<file path="src/rtl/fetch_queue.sv">
// Fetch front end: issues in-order imem requests under a credit limit, buffers
// responses in a small FIFO and feeds the decode pipeline register.
module fetch_queue #(
    parameter int              WORD      = 32,
    parameter int              DEPTH     = 4,
    parameter int              MAX_OUTST = 2,
    parameter logic [WORD-1:0] RESET_PC  = '0
) (
    input  logic            clk,
    input  logic            reset,
    output logic            imem_req,
    output logic [WORD-1:0] imem_addr,
    input  logic            imem_gnt,
    input  logic            imem_rvalid,
    input  logic [WORD-1:0] imem_rdata,
    input  logic            stallD,
    input  logic            redirectD,
    input  logic [WORD-1:0] pcnD,
    output logic [WORD-1:0] pcD,
    output logic [WORD-1:0] instrD,
    output logic            validD
);
    localparam int PTR_W = (DEPTH > 1) ? $clog2(DEPTH) : 1;
    localparam int OCC_W = $clog2(DEPTH + 1);
    localparam int OUT_W = $clog2(MAX_OUTST + 1);

    logic [WORD-1:0]  pcFReg, pcFNext;
    logic [WORD-1:0]  pcRReg, pcRNext;
    logic [OUT_W-1:0] outstReg, outstNext;
    logic [OUT_W-1:0] discardReg, discardNext;
    logic [OCC_W-1:0] occReg, occNext;
    logic [PTR_W-1:0] wrPtrReg, wrPtrNext;
    logic [PTR_W-1:0] rdPtrReg, rdPtrNext;
    logic [WORD-1:0]  pcDReg, instrDReg;
    logic             validDReg;

    logic [WORD-1:0]  fifoPc    [DEPTH];
    logic [WORD-1:0]  fifoInstr [DEPTH];

    logic accept;
    logic pushEn;
    logic popEn;

    // Issue needs both an imem slot and a guaranteed FIFO slot for the answer.
    assign imem_req  = !reset && !redirectD
                       && (int'(outstReg) < MAX_OUTST)
                       && ((int'(occReg) + int'(outstReg)) < DEPTH);
    assign imem_addr = pcFReg;

    assign accept = imem_req && imem_gnt;
    assign pushEn = imem_rvalid && !redirectD && (discardReg == '0);
    assign popEn  = !redirectD && !stallD && (occReg != '0);

    always_comb begin
        pcFNext     = pcFReg;
        pcRNext     = pcRReg;
        outstNext   = outstReg;
        discardNext = discardReg;
        occNext     = occReg;
        wrPtrNext   = wrPtrReg;
        rdPtrNext   = rdPtrReg;

        case ({accept, imem_rvalid})
            2'b10:   outstNext = outstReg + OUT_W'(1);
            2'b01:   outstNext = outstReg - OUT_W'(1);
            default: outstNext = outstReg;
        endcase

        if (redirectD) begin
            pcFNext   = pcnD;
            pcRNext   = pcnD;
            occNext   = '0;
            wrPtrNext = '0;
            rdPtrNext = '0;
            // Every response still in flight now belongs to the abandoned path;
            // pending discards are already a subset of those.
            discardNext = outstReg - (imem_rvalid ? OUT_W'(1) : OUT_W'(0));
        end else begin
            if (accept) begin
                pcFNext = pcFReg + WORD'(4);
            end
            if (imem_rvalid && (discardReg != '0)) begin
                discardNext = discardReg - OUT_W'(1);
            end
            if (pushEn) begin
                pcRNext   = pcRReg + WORD'(4);
                wrPtrNext = wrPtrReg + PTR_W'(1);
            end
            if (popEn) begin
                rdPtrNext = rdPtrReg + PTR_W'(1);
            end
            case ({pushEn, popEn})
                2'b10:   occNext = occReg + OCC_W'(1);
                2'b01:   occNext = occReg - OCC_W'(1);
                default: occNext = occReg;
            endcase
        end
    end

    always_ff @(posedge clk) begin
        if (reset) begin
            pcFReg     <= RESET_PC;
            pcRReg     <= RESET_PC;
            outstReg   <= '0;
            discardReg <= '0;
            occReg     <= '0;
            wrPtrReg   <= '0;
            rdPtrReg   <= '0;
            pcDReg     <= '0;
            instrDReg  <= '0;
            validDReg  <= 1'b0;
        end else begin
            pcFReg     <= pcFNext;
            pcRReg     <= pcRNext;
            outstReg   <= outstNext;
            discardReg <= discardNext;
            occReg     <= occNext;
            wrPtrReg   <= wrPtrNext;
            rdPtrReg   <= rdPtrNext;
            if (redirectD) begin
                validDReg <= 1'b0;
            end else if (!stallD) begin
                validDReg <= popEn;
                if (popEn) begin
                    pcDReg    <= fifoPc[rdPtrReg];
                    instrDReg <= fifoInstr[rdPtrReg];
                end
            end
        end
    end

    always_ff @(posedge clk) begin
        if (pushEn) begin
            fifoPc[wrPtrReg]    <= pcRReg;
            fifoInstr[wrPtrReg] <= imem_rdata;
        end
    end

    assign pcD    = pcDReg;
    assign instrD = instrDReg;
    assign validD = validDReg;

    noOverflow: assert property (@(posedge clk) disable iff (reset)
        !(pushEn && !popEn && (occReg == OCC_W'(DEPTH))));

endmodule

</file>
<file path="config.mk">
export PLATFORM = sky130hd
export DESIGN_NAME = fetch_queue
export DESIGN_NICKNAME = d
export VERILOG_FILES = /design/src/rtl/fetch_queue.sv
export SDC_FILE = /design/constraint.sdc
export NUM_CORES = 1
export LEC_CHECK = 0
export CELL_PAD_IN_SITES_DETAIL_PLACEMENT = 0
export CELL_PAD_IN_SITES_GLOBAL_PLACEMENT = 1
export CORE_ASPECT_RATIO = 1.1
export CORE_MARGIN = 2
export CORE_UTILIZATION = 46
export CTS_CLUSTER_SIZE = 10
export DETAILED_ROUTE_END_ITERATION = 16
export GPL_ROUTABILITY_DRIVEN = 0
export PLACE_DENSITY = 0.84
export SYNTH_ARGS = -nofsm -noshare
export SYNTH_HDL_FRONTEND = slang
export SYNTH_SLANG_ARGS = --single-unit
</file>
<file path="constraint.sdc">
create_clock -name clk -period 4 [get_ports clk]
set_clock_uncertainty 0.05 [all_clocks]
set_input_delay 0.4 -clock clk [delete_from_list [all_inputs] [get_ports clk]]
set_output_delay 0.4 -clock clk [all_outputs]
set_load 0.05 [all_outputs]
</file>
# ---- Word-level counts from Yosys, hierarchy flattened
# Memories as Yosys holds them, arrays and structs flattened. A register that Yosys moved wholly into a read port is not among the register bits.
# Cells that the tools add are included.
dict set report op_classes {
  addsub 11
  n_mul 0
  div 0
  magnitude_cmp 2
  eq_ne 4
  n_shift 0
  mux 11
  bitwise 2
  n_reduce_logical 22
}
# operator count
set op_table {}
lappend op_table {{32-bit two-way mux} 4}
lappend op_table {{32-bit by 3-bit adder with 32-bit output (second input constant)} 2}
lappend op_table {{2-bit nonzero test} 6}
lappend op_table {{1-bit logical AND} 9}
lappend op_table {{2-bit by 1-bit adder with 2-bit output (second input constant)} 3}
lappend op_table {{3-bit one-hot mux with 2 select lines} 1}
lappend op_table {{3-bit by 2-bit adder with 4-bit output} 1}
lappend op_table {{2-bit by 1-bit == test with 1-bit output (second input constant)} 2}
lappend op_table {{2-bit == test (second input constant)} 2}
lappend op_table {{4-bit by 3-bit less-than comparator with 1-bit output (second input constant)} 1}
lappend op_table {{2-bit two-way mux} 2}
lappend op_table {{2-bit one-hot mux with 2 select lines} 1}
lappend op_table {{2-bit by 1-bit subtractor with 2-bit output (second input constant)} 2}
lappend op_table {{3-bit by 1-bit adder with 3-bit output (second input constant)} 1}
lappend op_table {{1-bit zero test} 3}
lappend op_table {{1-bit two-way mux} 3}
lappend op_table {{3-bit AND reduction} 1}
lappend op_table {{3-bit nonzero test} 1}
lappend op_table {{3-bit by 1-bit subtractor with 3-bit output (second input constant)} 1}
lappend op_table {{2-bit zero test} 1}
lappend op_table {{2-bit less-than comparator (second input constant)} 1}
lappend op_table {{1-bit inverter} 2}
lappend op_table {{2-bit OR reduction} 1}
lappend op_table {{2-bit by 1-bit subtractor with 2-bit output} 1}
dict set report totals {
  register_bits 76
  latchBits 0
  mem_bits_rw 256
  mem_bits_ro 0
  output_inout_bits 98
  elab_cells 62
  memories 2
}
# name words word_bits rd rd_ports_with_merged_regs wr line_no
set memory_table {}
lappend memory_table {fifoInstr 4 32 1 1 1 38} ;# logic [WORD-1:0] fifoInstr [DEPTH];
lappend memory_table {fifoPc 4 32 1 1 1 37} ;# logic [WORD-1:0] fifoPc [DEPTH];

# ---- Depth between registers and ports, before layout
dict set report depth {
  word_depth 7
  depth_mapped 11
}

# ---- Least setup slack after synthesis
# No wires, ideal clock.
dict set report synth_path {
  path_type {register to register}
  from {register discardReg[0]}
  to {memory fifoInstr[0][0] (enable)}
  arrival_ns 2.444
  required_ns 3.521
  setup_slack_ns 1.077
  path_stages_with_launch 6
  synth_period_minus_slack_ns 2.923
  cell_sequence {dfxtp_1 -> inv_1 -> ha_1 -> nand2_1 -> nor2_1 -> and2_1}
}
dict set report synth_between {
  elab_chain_cells 4
}
# item line_no
set synth_rtl {}
lappend synth_rtl {{start: declaration} 30} ;# logic [OUT_W-1:0] discardReg, discardNext;
lappend synth_rtl {{start signal: assignment} 116} ;# discardReg <= discardNext;
lappend synth_rtl {{2-bit zero test} 51} ;# assign pushEn = imem_rvalid && !redirectD && (discardReg == '0);
lappend synth_rtl {{1-bit logical AND} 51}
lappend synth_rtl {{1-bit two-way mux} 133} ;# if (pushEn) begin
lappend synth_rtl {{1-bit two-way mux (not written as such)} 135} ;# fifoInstr[wrPtrReg] <= imem_rdata;
lappend synth_rtl {{end: declaration} 38}
# No other way between the ends.

# ---- Final worst setup path
dict set report layout_path {
  from {register outstReg[1]}
  to {output port imem_req}
}
dict set report layout_between {
  elab_chain_cells 3
}
# item line_no
set layout_rtl {}
lappend layout_rtl {{start: declaration} 29} ;# logic [OUT_W-1:0] outstReg, outstNext;
lappend layout_rtl {{start signal: assignment} 115} ;# outstReg <= outstNext;
lappend layout_rtl {{3-bit by 2-bit adder with 4-bit output / 2-bit less-than comparator (equally long branches)} {47, 46}}
lappend layout_rtl {{4-bit by 3-bit less-than comparator with 1-bit output / 1-bit logical AND (equally long branches)} {47, 46}}
lappend layout_rtl {{1-bit logical AND *} 47} ;# && ((int'(occReg) + int'(outstReg)) < DEPTH);
lappend layout_rtl {{end: declaration} 11} ;# output logic imem_req,
# Every way passes the cells marked *; elsewhere a longest branch is shown, timed or not.

==> results.toml <==
[logic_synthesis]
yosysWarnings = 0
synth_ff_type = "edfxtp_1"
yosysTopAreaCell = "edfxtp_1"
syn_inst = 1108
synthesis.nets = 1190
synth_edf_count = 256
synth_top_area_share_pct = 49.8
synth.avg_cell_area_sq_um = 13.9
netlist_area_sq_um = 15500
seq_area_frac_synth_pct = 67.9
ys_async_sr_fraction_pct = 0
synthTopCellsByArea = "edfxtp_1, dfxtp_1, mux4_2, nand2_1, a21oi_1"
yosys_register_bits = 396
synth.distinct_cells = 46

[hold_path]
hold_class = "primary input to register"

[cells_and_area]
drive_above_1_share_pct = 11.3
synthToLayoutAreaGrowth_pct = 22.5
fin_nets = 1356
diodes = 0
final_common_cell = "edfxtp_1"
fin_cells = 1743
layout_common_cells = "edfxtp_1, nand2_1, clkdlybuf4s50_1"

[clock_tree]
clock_path_buffers = 3
cts_tree = "done"
h-tree-depth = 2
cts_resized = 0
cts_buffers = 46
clk_pin_slew_worst_paths_ns = 0.06
ctsRootBufferMaster = "clkbuf_16"
clk_latency_ns = 0.54
cts_setup_buffers = 0
clock-sinks = 396
hold_buffers = 0

[sta]
tightest_slew_ns = 0.992
slew_headroom_pct = 33.9
rsz0062_at_grt = "false"
setup_slack_ns = 1.21
maxSlewViolCount = 0
period_share_pct = 69.7
finalCriticalPeriod_ns = 2.79
setup_viol = 0
fmax_ghz = 0.359
hold_viol = 0
fin_tns_setup_ns = 0

[setup_path]
critPathLaunch = "outstReg[1]"
r2r_cells = 8
start_kind = "register"
cp.arrival_ns = 2.34
r2r-end = "imem_addr[23]"
cp_slowest_cell = "clkdlybuf4s50_1"
crit_fanout = 5
worstPathCellList = "ha_1, nand3_1, nand2_1, nor3_1, clkdlybuf4s50_1"
crit_buf_inv = 1
path_class = "register to output port"
worstSetupEndpointType = "output port"
r2r_start = "outstReg[1]"
worstSetupPathDepth = 5
reg2reg_slack_ns = 1.37
crit_family = "buffers and inverters"
critPathRequiredTime_ns = 3.55
critPathCapture = "imem_req"
cpPeakStageDelay_ns = 0.83

[floorplanning]
die_h_um = 196
die_area_sq_um = 35100
io-pin-count = 168
row_count = 70
die_x_um = 179
core_area_sq_um = 33200
start_util_pct = 46.5

[run]
cap_viol_max_count = 0

[grt]
antenna_found_initial = 0
grt_max_degree = 67
grt_pass1_wl_um = 51800
grt-ovfl-total = 0
grtUsageTotal_pct = 19.1
first_global_vias = 9429

[drt]
drt-vias-per-instance = 5.43
ant_nets = 0
drt-initial-drc-count = 601
drt-wirelength-per-cell_um = 19.0
vias = 9466
drc = 0
wirelength_um = 33000
dr.pass1.iters = 5

[power]
power_leakage_uw = 0.00607
powerDensity_nw_per_um2 = 467
vdd_ir_drop_max_mv = 0.268

[placement]
port_buffers = 167
dp.cells = 1658
dp_slack_ns = 0.944
dp_hpwl_um = 20800

[run_status]
outcome = "finished, final reports clean"
-- per-layer routing --
layer | GRT usage, % | up-vias | routed length, um
met4 | 4.91 | 0 | 553
met3 | 3.18 | 49 | 1790
met2 | 31.4 | 266 | 16000
met1 | 26.4 | 4696 | 14700
li1 | - | 4455 | -
met5 | 0 | - | 0
-- synth_stat cells, types with 2 or more instances --
master,number
nor4_1,14
nor3_1,7
mux2_2,3
a31oi_1,10
clkbuf_1,46
o21ai_0,6
nand2_1,176
o21bai_1,2
buf_2,8
buf_6,3
o211ai_1,2
and4_1,8
o31a_1,10
a21oi_1,100
or3_1,10
mux4_2,64
a211oi_1,13
and3_1,14
and2_1,9
a21boi_0,24
ha_1,11
inv_1,29
dfxtp_1,140
xnor2_1,27
nand4_1,17
or4b_1,2
buf_1,8
xor2_1,23
mux2i_1,2
nand3_1,18
nor2_1,32
edfxtp_1,256
-- worst min path at each step --
| stage | from | endpoint | depth (start not counted) |
|---|---|---|---|
| floorplan | pcRReg[0] | fifoPc[0][0] | 0 |
| global placement | instrD[18] | instrD[18] | 2 |
| detailed placement | instrD[5] | instrD[5] | 2 |
| CTS | reset | pcRReg[2] | 2 |
| global route | reset | pcRReg[2] | 2 |
| finish | reset | pcRReg[2] | 2 |
-- worst register-to-register path: cells and delay by family (launching register included) --
family / cells / cell delay (ns)
AOI/OAI and AO/OA: 2 / 0.52
adders and majority gates: 1 / 0.23
buffers and inverters: 2 / 0.42
DFF: 1 / 0.36
and+or+nand+nor: 3 / 0.93
-- report_power, final --
group	leakage [uW]	total (uW)	switching [uW]	internal (uW)
clock network	0.000647	3760	1520	2240
logic	0.00194	521	301	220
registers	0.00348	4560	97.5	4460
total	0.00607	8850	1920	6930
-- registers in the layout, summed over array words and instances (netlist names) --
register    count
imem_addr      32
instrD         32
outstReg        2
occReg          3
pcD            32
fifoPc        128
validD          1
pcRReg         32
rdPtrReg        2
wrPtrReg        2
fifoInstr     128
discardReg      2
-- stage by stage --
step           instance area (sq um)  total power, uW  hold WS, ns  utilization (%)
6_report                       18900             8850        0.320             57.0
5_1_grt                        18900             9140        0.329             57.0
4_1_cts                        18900             8920        0.311             57.0
3_5_place_dp                   17600             5170        0.397             52.9
3_3_place_gp                   17600             5150        0.392             52.9
2_1_floorplan                  15500             4930        0.410                -
-- cells by family after synthesis --
family,count (synthesis),share of synthesized area [%]
buffers and inverters,96,2.54
XOR/XNOR,50,2.83
multiplexers,69,9.68
AO/OA/AOI/OAI,172,6.66
AND/OR/NAND/NOR,313,9.37
flip-flops,396,67.9
adder cells (fa/ha/maj),12,1.02
-- layout make-up --
type | instances | area, sq um
sequential | 396 | 10500
fill | 2656 | 14300
tap | 432 | 541
inverter | 31 | 116
clock buffer | 80 | 1290
timing repair buffer | 183 | 1830
clock inverter | 5 | 72.6
multi-input combinational | 616 | 4580
(Power assumes the default switching activity.)
